File: src/rtl/riscv_alu_mdu.sv
// rtl/riscv_alu_mdu.sv - integer ALU with iterative radix-2 multiply/divide behind a start/done handshake
module riscv_alu_mdu #(
    parameter int XLEN = 32,
    parameter int SHW  = $clog2(XLEN)
) (
    input  logic            clk,
    input  logic            rst,
    input  logic            start,
    input  logic [4:0]      op,
    input  logic [XLEN-1:0] a,
    input  logic [XLEN-1:0] b,
    input  logic            flush,
    output logic            busy,
    output logic            done,
    output logic [XLEN-1:0] result
);

    typedef enum logic [2:0] {IDLE, MUL, DIV, FIX, DONE} state_t;

    state_t            state, state_nxt;
    logic [SHW-1:0]    cnt;
    logic [4:0]        op_q;
    logic              sgn, neg_a, bzero;
    logic [2*XLEN-1:0] acc, mcand, prod_s;
    logic [XLEN-1:0]   opb, quo, rem;
    logic [XLEN-1:0]   alu_res, fix_res, mag_a, mag_b;
    logic [XLEN:0]     trial;
    logic              is_m, accept, last, a_signed, b_signed, sa, sb;

    assign is_m     = (op[4:3] == 2'b10);
    assign accept   = (state == IDLE) && start && !flush;
    assign last     = (cnt == SHW'(XLEN-1));
    assign a_signed = (op != 5'd19) && !(op[2] && op[0]);
    assign b_signed = (op[1:0] == 2'b00) || (op == 5'd17) || (op == 5'd22);
    assign sa       = a_signed && a[XLEN-1];
    assign sb       = b_signed && b[XLEN-1];
    assign mag_a    = sa ? (0 - a) : a;
    assign mag_b    = sb ? (0 - b) : b;
    // Restoring divide: quo shifts the dividend out of its top while quotient bits enter at the bottom
    assign trial    = {rem, quo[XLEN-1]} - {1'b0, opb};
    assign busy     = (state == MUL) || (state == DIV) || (state == FIX);

    always_comb begin
        alu_res = a;
        case (op)
            5'd0:    alu_res = a + b;
            5'd1:    alu_res = a << b[SHW-1:0];
            5'd2:    alu_res = {{(XLEN-1){1'b0}}, $signed(a) < $signed(b)};
            5'd3:    alu_res = {{(XLEN-1){1'b0}}, a < b};
            5'd4:    alu_res = a ^ b;
            5'd5:    alu_res = a >> b[SHW-1:0];
            5'd6:    alu_res = a | b;
            5'd7:    alu_res = a & b;
            5'd8:    alu_res = a - b;
            5'd9:    alu_res = $signed(a) >>> b[SHW-1:0];
            5'd10:   alu_res = a;
            5'd11:   alu_res = b;
            5'd12:   alu_res = {{(XLEN-1){1'b0}}, a == b};
            default: alu_res = a;
        endcase
    end

    always_comb begin
        prod_s  = sgn ? (0 - acc) : acc;
        fix_res = prod_s[XLEN-1:0];
        case (op_q[2:0])
            3'd0:          fix_res = prod_s[XLEN-1:0];
            3'd1, 3'd2,
            3'd3:          fix_res = prod_s[2*XLEN-1:XLEN];
            3'd4, 3'd5:    fix_res = bzero ? {XLEN{1'b1}} : (sgn ? (0 - quo) : quo);
            default:       fix_res = neg_a ? (0 - rem) : rem;
        endcase
    end

    always_ff @(posedge clk or posedge rst) begin
        if (rst) state <= IDLE;
        else     state <= state_nxt;
    end

    always_comb begin
        state_nxt = state;
        case (state)
            IDLE: if (accept && is_m) state_nxt = op[2] ? DIV : MUL;
            MUL,
            DIV:  if (flush)     state_nxt = IDLE;
                  else if (last) state_nxt = FIX;
            FIX:  state_nxt = flush ? IDLE : DONE;
            DONE: state_nxt = IDLE;
            default: state_nxt = IDLE;
        endcase
    end

    always_ff @(posedge clk or posedge rst) begin
        if (rst) begin
            done   <= 1'b0;
            result <= '0;
            cnt    <= '0;
            op_q   <= '0;
            sgn    <= 1'b0;
            neg_a  <= 1'b0;
            bzero  <= 1'b0;
            acc    <= '0;
            mcand  <= '0;
            opb    <= '0;
            quo    <= '0;
            rem    <= '0;
        end else begin
            done <= 1'b0;
            case (state)
                IDLE: if (accept) begin
                    if (is_m) begin
                        op_q  <= op;
                        sgn   <= sa ^ sb;
                        neg_a <= sa;
                        bzero <= (b == '0);
                        cnt   <= '0;
                        acc   <= '0;
                        rem   <= '0;
                        mcand <= {{XLEN{1'b0}}, mag_a};
                        opb   <= mag_b;
                        // quo holds the multiplier for MUL, the dividend for DIV
                        quo   <= op[2] ? mag_a : mag_b;
                    end else begin
                        result <= alu_res;
                        done   <= 1'b1;
                    end
                end
                MUL: begin
                    if (quo[0]) acc <= acc + mcand;
                    mcand <= mcand << 1;
                    quo   <= quo >> 1;
                    cnt   <= cnt + 1'b1;
                end
                DIV: begin
                    if (!trial[XLEN]) begin
                        rem <= trial[XLEN-1:0];
                        quo <= {quo[XLEN-2:0], 1'b1};
                    end else begin
                        rem <= {rem[XLEN-2:0], quo[XLEN-1]};
                        quo <= {quo[XLEN-2:0], 1'b0};
                    end
                    cnt <= cnt + 1'b1;
                end
                FIX: if (!flush) begin
                    result <= fix_res;
                    done   <= 1'b1;
                end
                default: ;
            endcase
        end
    end

endmodule

File: config.mk
export PLATFORM = sky130hd
export DESIGN_NAME = riscv_alu_mdu
export DESIGN_NICKNAME = d
export VERILOG_FILES = /design/src/rtl/riscv_alu_mdu.sv
export SDC_FILE = /design/constraint.sdc
export NUM_CORES = 2
export LEC_CHECK = 0
export BUFFER_PORTS_ARGS = -buffer_cell sky130_fd_sc_hd__buf_2
export CORE_ASPECT_RATIO = 0.9
export CORE_MARGIN = 2
export CORE_UTILIZATION = 45
export DETAILED_ROUTE_END_ITERATION = 8
export GPL_TIMING_DRIVEN = 0
export SLEW_MARGIN = 20
export SYNTH_ARGS = -nofsm -noshare
export SYNTH_HDL_FRONTEND = slang
export SYNTH_SLANG_ARGS = --single-unit
File: constraint.sdc
create_clock -name clk -period 14.1 [get_ports clk]
set_input_delay 0.705 -clock clk [delete_from_list [all_inputs] [get_ports clk]]
set_output_delay 0.705 -clock clk [all_outputs]
set_load 0.02 [all_outputs]
Yosys cells after proc, flatten, opt, wreduce, memory -nomap -nowiden. Index checks and enable logic that the tools add are counted. Widths: inputs -> output; s select.

Add/sub/neg operators: 10. $lt $le $gt $ge: 2. Equality and inequality tests: 32. Shift operators: 3. Muxes and demuxes: 41. Bitwise gates (word level): 4. Reduce and logical (&&, ||, !) cells: 34.

Operators by type and width (number): $mux 32 (14); $mux 64 (6); $pmux 32 s12 (1); $pmux 64 s2 (2); $pmux 32 s3 (2); $pmux 32 s2 (2); $sub 1x32->32 const A (4); $add 64x64->64 (1); $lt 32x32->1 (2); $sub 1x64->64 const A (1); $sub 33x32->33 (1); $add 32x32->32 (1); $and 32x32->32 (1); $eq 32x32->1 (1); $logic_not 32->1 (1); $or 32x32->32 (1); $shl 32x5->32 (1); $shr 32x5->32 (1); $sshr 32x5->32 (1); $sub 32x32->32 (1); $xor 32x32->32 (1); $eq 5x3->1 const B (4); $eq 5x4->1 const B (4); $eq 5x5->1 const B (3); 32 further kinds (69).

Bits in registers: 271. Input bits: 73. Output and inout port bits: 34. Logic and storage cells: 139.

Logic depth before layout (Yosys ltp).
Word-level depth: 9. Mapped depth: 16.

Worst setup path before layout. OpenSTA, ideal clock, no wires.

Path type: input to register. Start: in b[2]. End: reg result[26]. Setup time: 0.110 ns. Arrival: 4.320 ns. Data required time: 13.990 ns. Path slack: 9.669 ns. Stages on the path: 16. Path buffers: 4. Path through: inv_1 clkbuf_1 clkbuf_1 buf_1 ha_1 clkbuf_1 a21o_1 a21oi_1 o311a_1 o31a_1 o31a_1 o31ai_1 nand3_1 o211ai_1 nor2_1 o41ai_1.

Word-level cells in the longest chain between the ends: 5.

Ends and longest elaborated chain: start: declaration (RTL line 11) `input logic [XLEN-1:0] b,`; $sub 32x32->32, or another cell as far along (RTL line 54) `5'd8: alu_res = a - b;`; $pmux 32 s12 (*) (RTL line 45) `case (op)`; $mux 32 (*) (RTL line 111) `if (is_m) begin`; $mux 32 (*) (RTL line 110) `IDLE: if (accept) begin`; $pmux 32 s2 (*) (RTL line 109) `case (state)`; end signal: assignment (RTL line 124) `result <= alu_res;`; end signal: assignment (RTL line 145) `result <= fix_res;`; end: declaration (RTL line 15) `output logic [XLEN-1:0] result`.

Mark *: on every way between the ends. The rest lies on a longest branch, timed or not. The select of a mux whose other input is x is not followed. A chain may end at the register's enable or synchronous reset.

Worst setup path in the final report.
Start: in b[3]. End: reg result[27].

Same word-level chain as after synthesis.

==> flow_metrics.py <==
metrics = {
    "run_status": {
        "status": "finished clean",
    },
    "worst_setup_path": {
        "cpMostUsedCell": "clkbuf_1",
        "slowest_delay_ns": 0.67,
        "endpoint_kind": "flop",
        "arrival_ns": 6.95,
        "start_kind": "input port",
        "critPathMaxFanout": 11,
        "cp.required_ns": 14.56,
        "path_class": "input port to flop",
        "crit_chain": "buf_2 > clkbuf_1 > inv_1 > clkbuf_1 > clkbuf_1 > ha_1 > clkbuf_1 > nand4_1 > a21o_1 > a21oi_1 > a31oi_1 > o31ai_1 > a311oi_1 > a211o_1 > a21oi_1 > o31ai_1",
        "crit_slowest_cell": "clkbuf_1",
    },
    "clocking": {
        "postCtsResizedCells": 0,
        "cts_setup_buffers": 0,
        "clk_pin_slew_worst_paths_ns": 0.07,
        "holdBufCountCts": 0,
        "h-tree-depth": 1,
        "clkLatencyLatePin_ns": 0.61,
        "root_buffer": "clkbuf_16",
        "clk_path_buf_depth": 3,
        "cts_made_buffers": 28,
        "cts_tree": "done",
        "cts_sinks": 271,
    },
    "logic_synthesis": {
        "yosysWarnings": 0,
        "synthCells": 3979,
        "yosys.area.top_type": "dfrtp_1",
        "yosys_register_bits": 271,
        "avgSynthCellArea_um2": 7.66,
        "ys_top_cells_by_area": "dfrtp_1 22%, ha_1 8.5%, o21ai_0 6.7%",
        "synth_nets": 4264,
        "synth-edff-count": 0,
        "yosys_most_used_dff": "dfrtp_1",
        "syn_area_mm2": 0.0305,
        "synthArstFlopShare": 1.00,
        "synth_top_area_share": 0.222,
        "ys_types": 98,
        "synth.yosys.seq_area_share": 0.222,
    },
    "route": {
        "detailedRoute.firstIterationViolations": 5708,
        "drcViolationCount": 0,
        "wl_mm": 170,
        "drtAntennaViolNets": 0,
        "dr.pass1.iters": 6,
        "via_per_inst": 7.03,
        "num_vias": 35200,
        "post_drt_wl_per_cell_um": 33.8,
    },
    "timing": {
        "fmax_mhz": 154,
        "min_period_ns": 6.50,
        "worst_pin_slew_ns": 1.37,
        "fin_ws_ns": 7.60,
        "slew_headroom": 0.0597,
        "hold_viol": 0,
        "skew_ns": 0.0282,
        "rsz0062_at_grt": "no",
        "drv_slew": 0,
        "setup_viol": 0,
        "final.setup.tns_ns": 0,
        "final_min_period_over_clock_period": 0.461,
    },
    "placement": {
        "place_ws_ns": 7.63,
        "place_congestion": 1.13,
        "hpwlAfterDp_mm": 136,
        "port_buffers": 103,
    },
    "power_and_ir_drop": {
        "peakVddDrop_mv": 0.115,
        "p_per_area_mw_per_mm2": 170,
        "clock_power_share": 0.148,
        "power_frac_comb": 0.617,
        "seq_power_share": 0.235,
        "p_sw_uw": 3030,
        "power.leakage_uw": 0.0138,
        "internal_power_uw": 2620,
        "swShare": 0.536,
    },
    "die": {
        "fp.dieH_um": 251,
        "fp-row-count": 90,
        "die_area_mm2": 0.0699,
        "die_w_um": 278,
        "core_area_mm2": 0.0670,
        "ios": 107,
        "initial_utilization": 0.455,
    },
    "final_layout": {
        "final_cell_mix": "466 x nand2_1, 408 x o21ai_0, 339 x a21oi_1, 331 x nor2_1, 271 x dfrtp_1",
        "final_common_cell": "nand2_1",
        "drive_gt1_frac": 0.0713,
        "nNetsFinal": 4403,
        "syn2layout_area_growth_pct": 8.95,
    },
    "global_routing": {
        "grt_max_degree": 100,
        "grt_pass1_wl_mm": 236,
        "grt-ovfl-total": 0,
        "antenna_found_initial": 11,
        "track_usage": 0.470,
        "grt_pass1_vias": 31200,
    },
    "hold_path": {
        "hp-class": "input port to asynchronous set/reset pin",
    },
    "job": {
        "maxCapViolCount": 0,
    },
}
## worst paths after layout
check	from	end	slack, ns	cells past startpoint
max	b[3]	result[27]$_DFFE_PP0P_	7.60	16
min	rst	opb[20]$_DFFE_PP0P_	0.20	2
max reg2reg	acc[0]$_DFFE_PP0P_	acc[48]$_DFFE_PP0P_	9.49	12
min reg2reg	opb[14]$_DFFE_PP0P_	opb[14]$_DFFE_PP0P_	0.48	2
max in group asynchronous	rst	result[31]$_DFFE_PP0P_	12.94	3
min in group clk	opb[14]$_DFFE_PP0P_	opb[14]$_DFFE_PP0P_	0.48	2
## synth_stat cells (all sizes together) (62+ instances only)
master and n:
xor2 86, nor3 72, inv 169, a21oi 341
ha 208, nand2 466, o31ai 87, mux2i 67
clkbuf 258, xnor2 184, nor2 334, o21ai 417
a211oi 62, dfrtp 271
## power by group through the flow
stage,combinational [uW],sequential (uW),clock [uW]
after global placement,3270,1320,0
after detailed placement,3290,1320,0
final,3490,1330,835
after global routing,3680,1350,858
after floorplan,2190,1250,0
after CTS,3320,1310,831
## flip-flops by register name, summed over array words and instances, names as in the netlist
register / cells
acc: 64
bzero: 1
cnt: 5
done: 1
mcand: 64
neg_a: 1
op_q: 3
opb: 32
quo: 32
rem: 32
result: 32
sgn: 1
state: 3
## critical path: cells and delay by family
kind	cells	cell delay, ns
AOI/OAI and AO/OA	8	2.96
adders and majority gates	1	0.46
buffers and inverters	6	2.48
and+or+nand+nor	1	0.30
## per-layer routing
layer  global-route usage  vias up  part of all wire  wire [um]
met5                    0        -            0.0010        177
met4                0.164       18             0.046       7820
met3                0.208      455              0.16      27600
met2                0.601     2713              0.36      61900
met1                0.684    17100              0.43      72100
li1                     -    15000                 -          -
## through the flow
step | instance area, um2 | std cells | total power [uW] | utilization | hold slack [ns]
final | 33200 | 5016 | 5660 | 0.496 | 0.196
after global routing | 33200 | 5014 | 5890 | 0.496 | 0.253
after CTS | 33200 | 5013 | 5460 | 0.496 | 0.232
after detailed placement | 32200 | 4962 | 4610 | 0.481 | 0.469
after global placement | 32100 | 4956 | 4590 | 0.479 | 0.464
after floorplan | 30500 | 3979 | 3440 | - | 0.450
## cells by family after synthesis
group,count (synthesis),synth area share
AOI/OAI and AO/OA,1457,0.310
and+or+nand+nor,1174,0.176
buffers and inverters,461,0.0577
DFF,271,0.222
xor gates and xnor gates,270,0.0776
adders and majority gates,212,0.0880
muxes,134,0.0682
## layout make-up
class	count	area, um2
multi-input cells	3247	22000
flip-flops and latches	271	6780
repair buffers	109	593
clock inverters	9	163
well taps	874	1090
plain buffers	291	1120
diodes	3	7.51
inverters	170	646
fillers	6853	33800
clock buffers	42	823
Note: power is estimated with default switching activity, not from simulation.
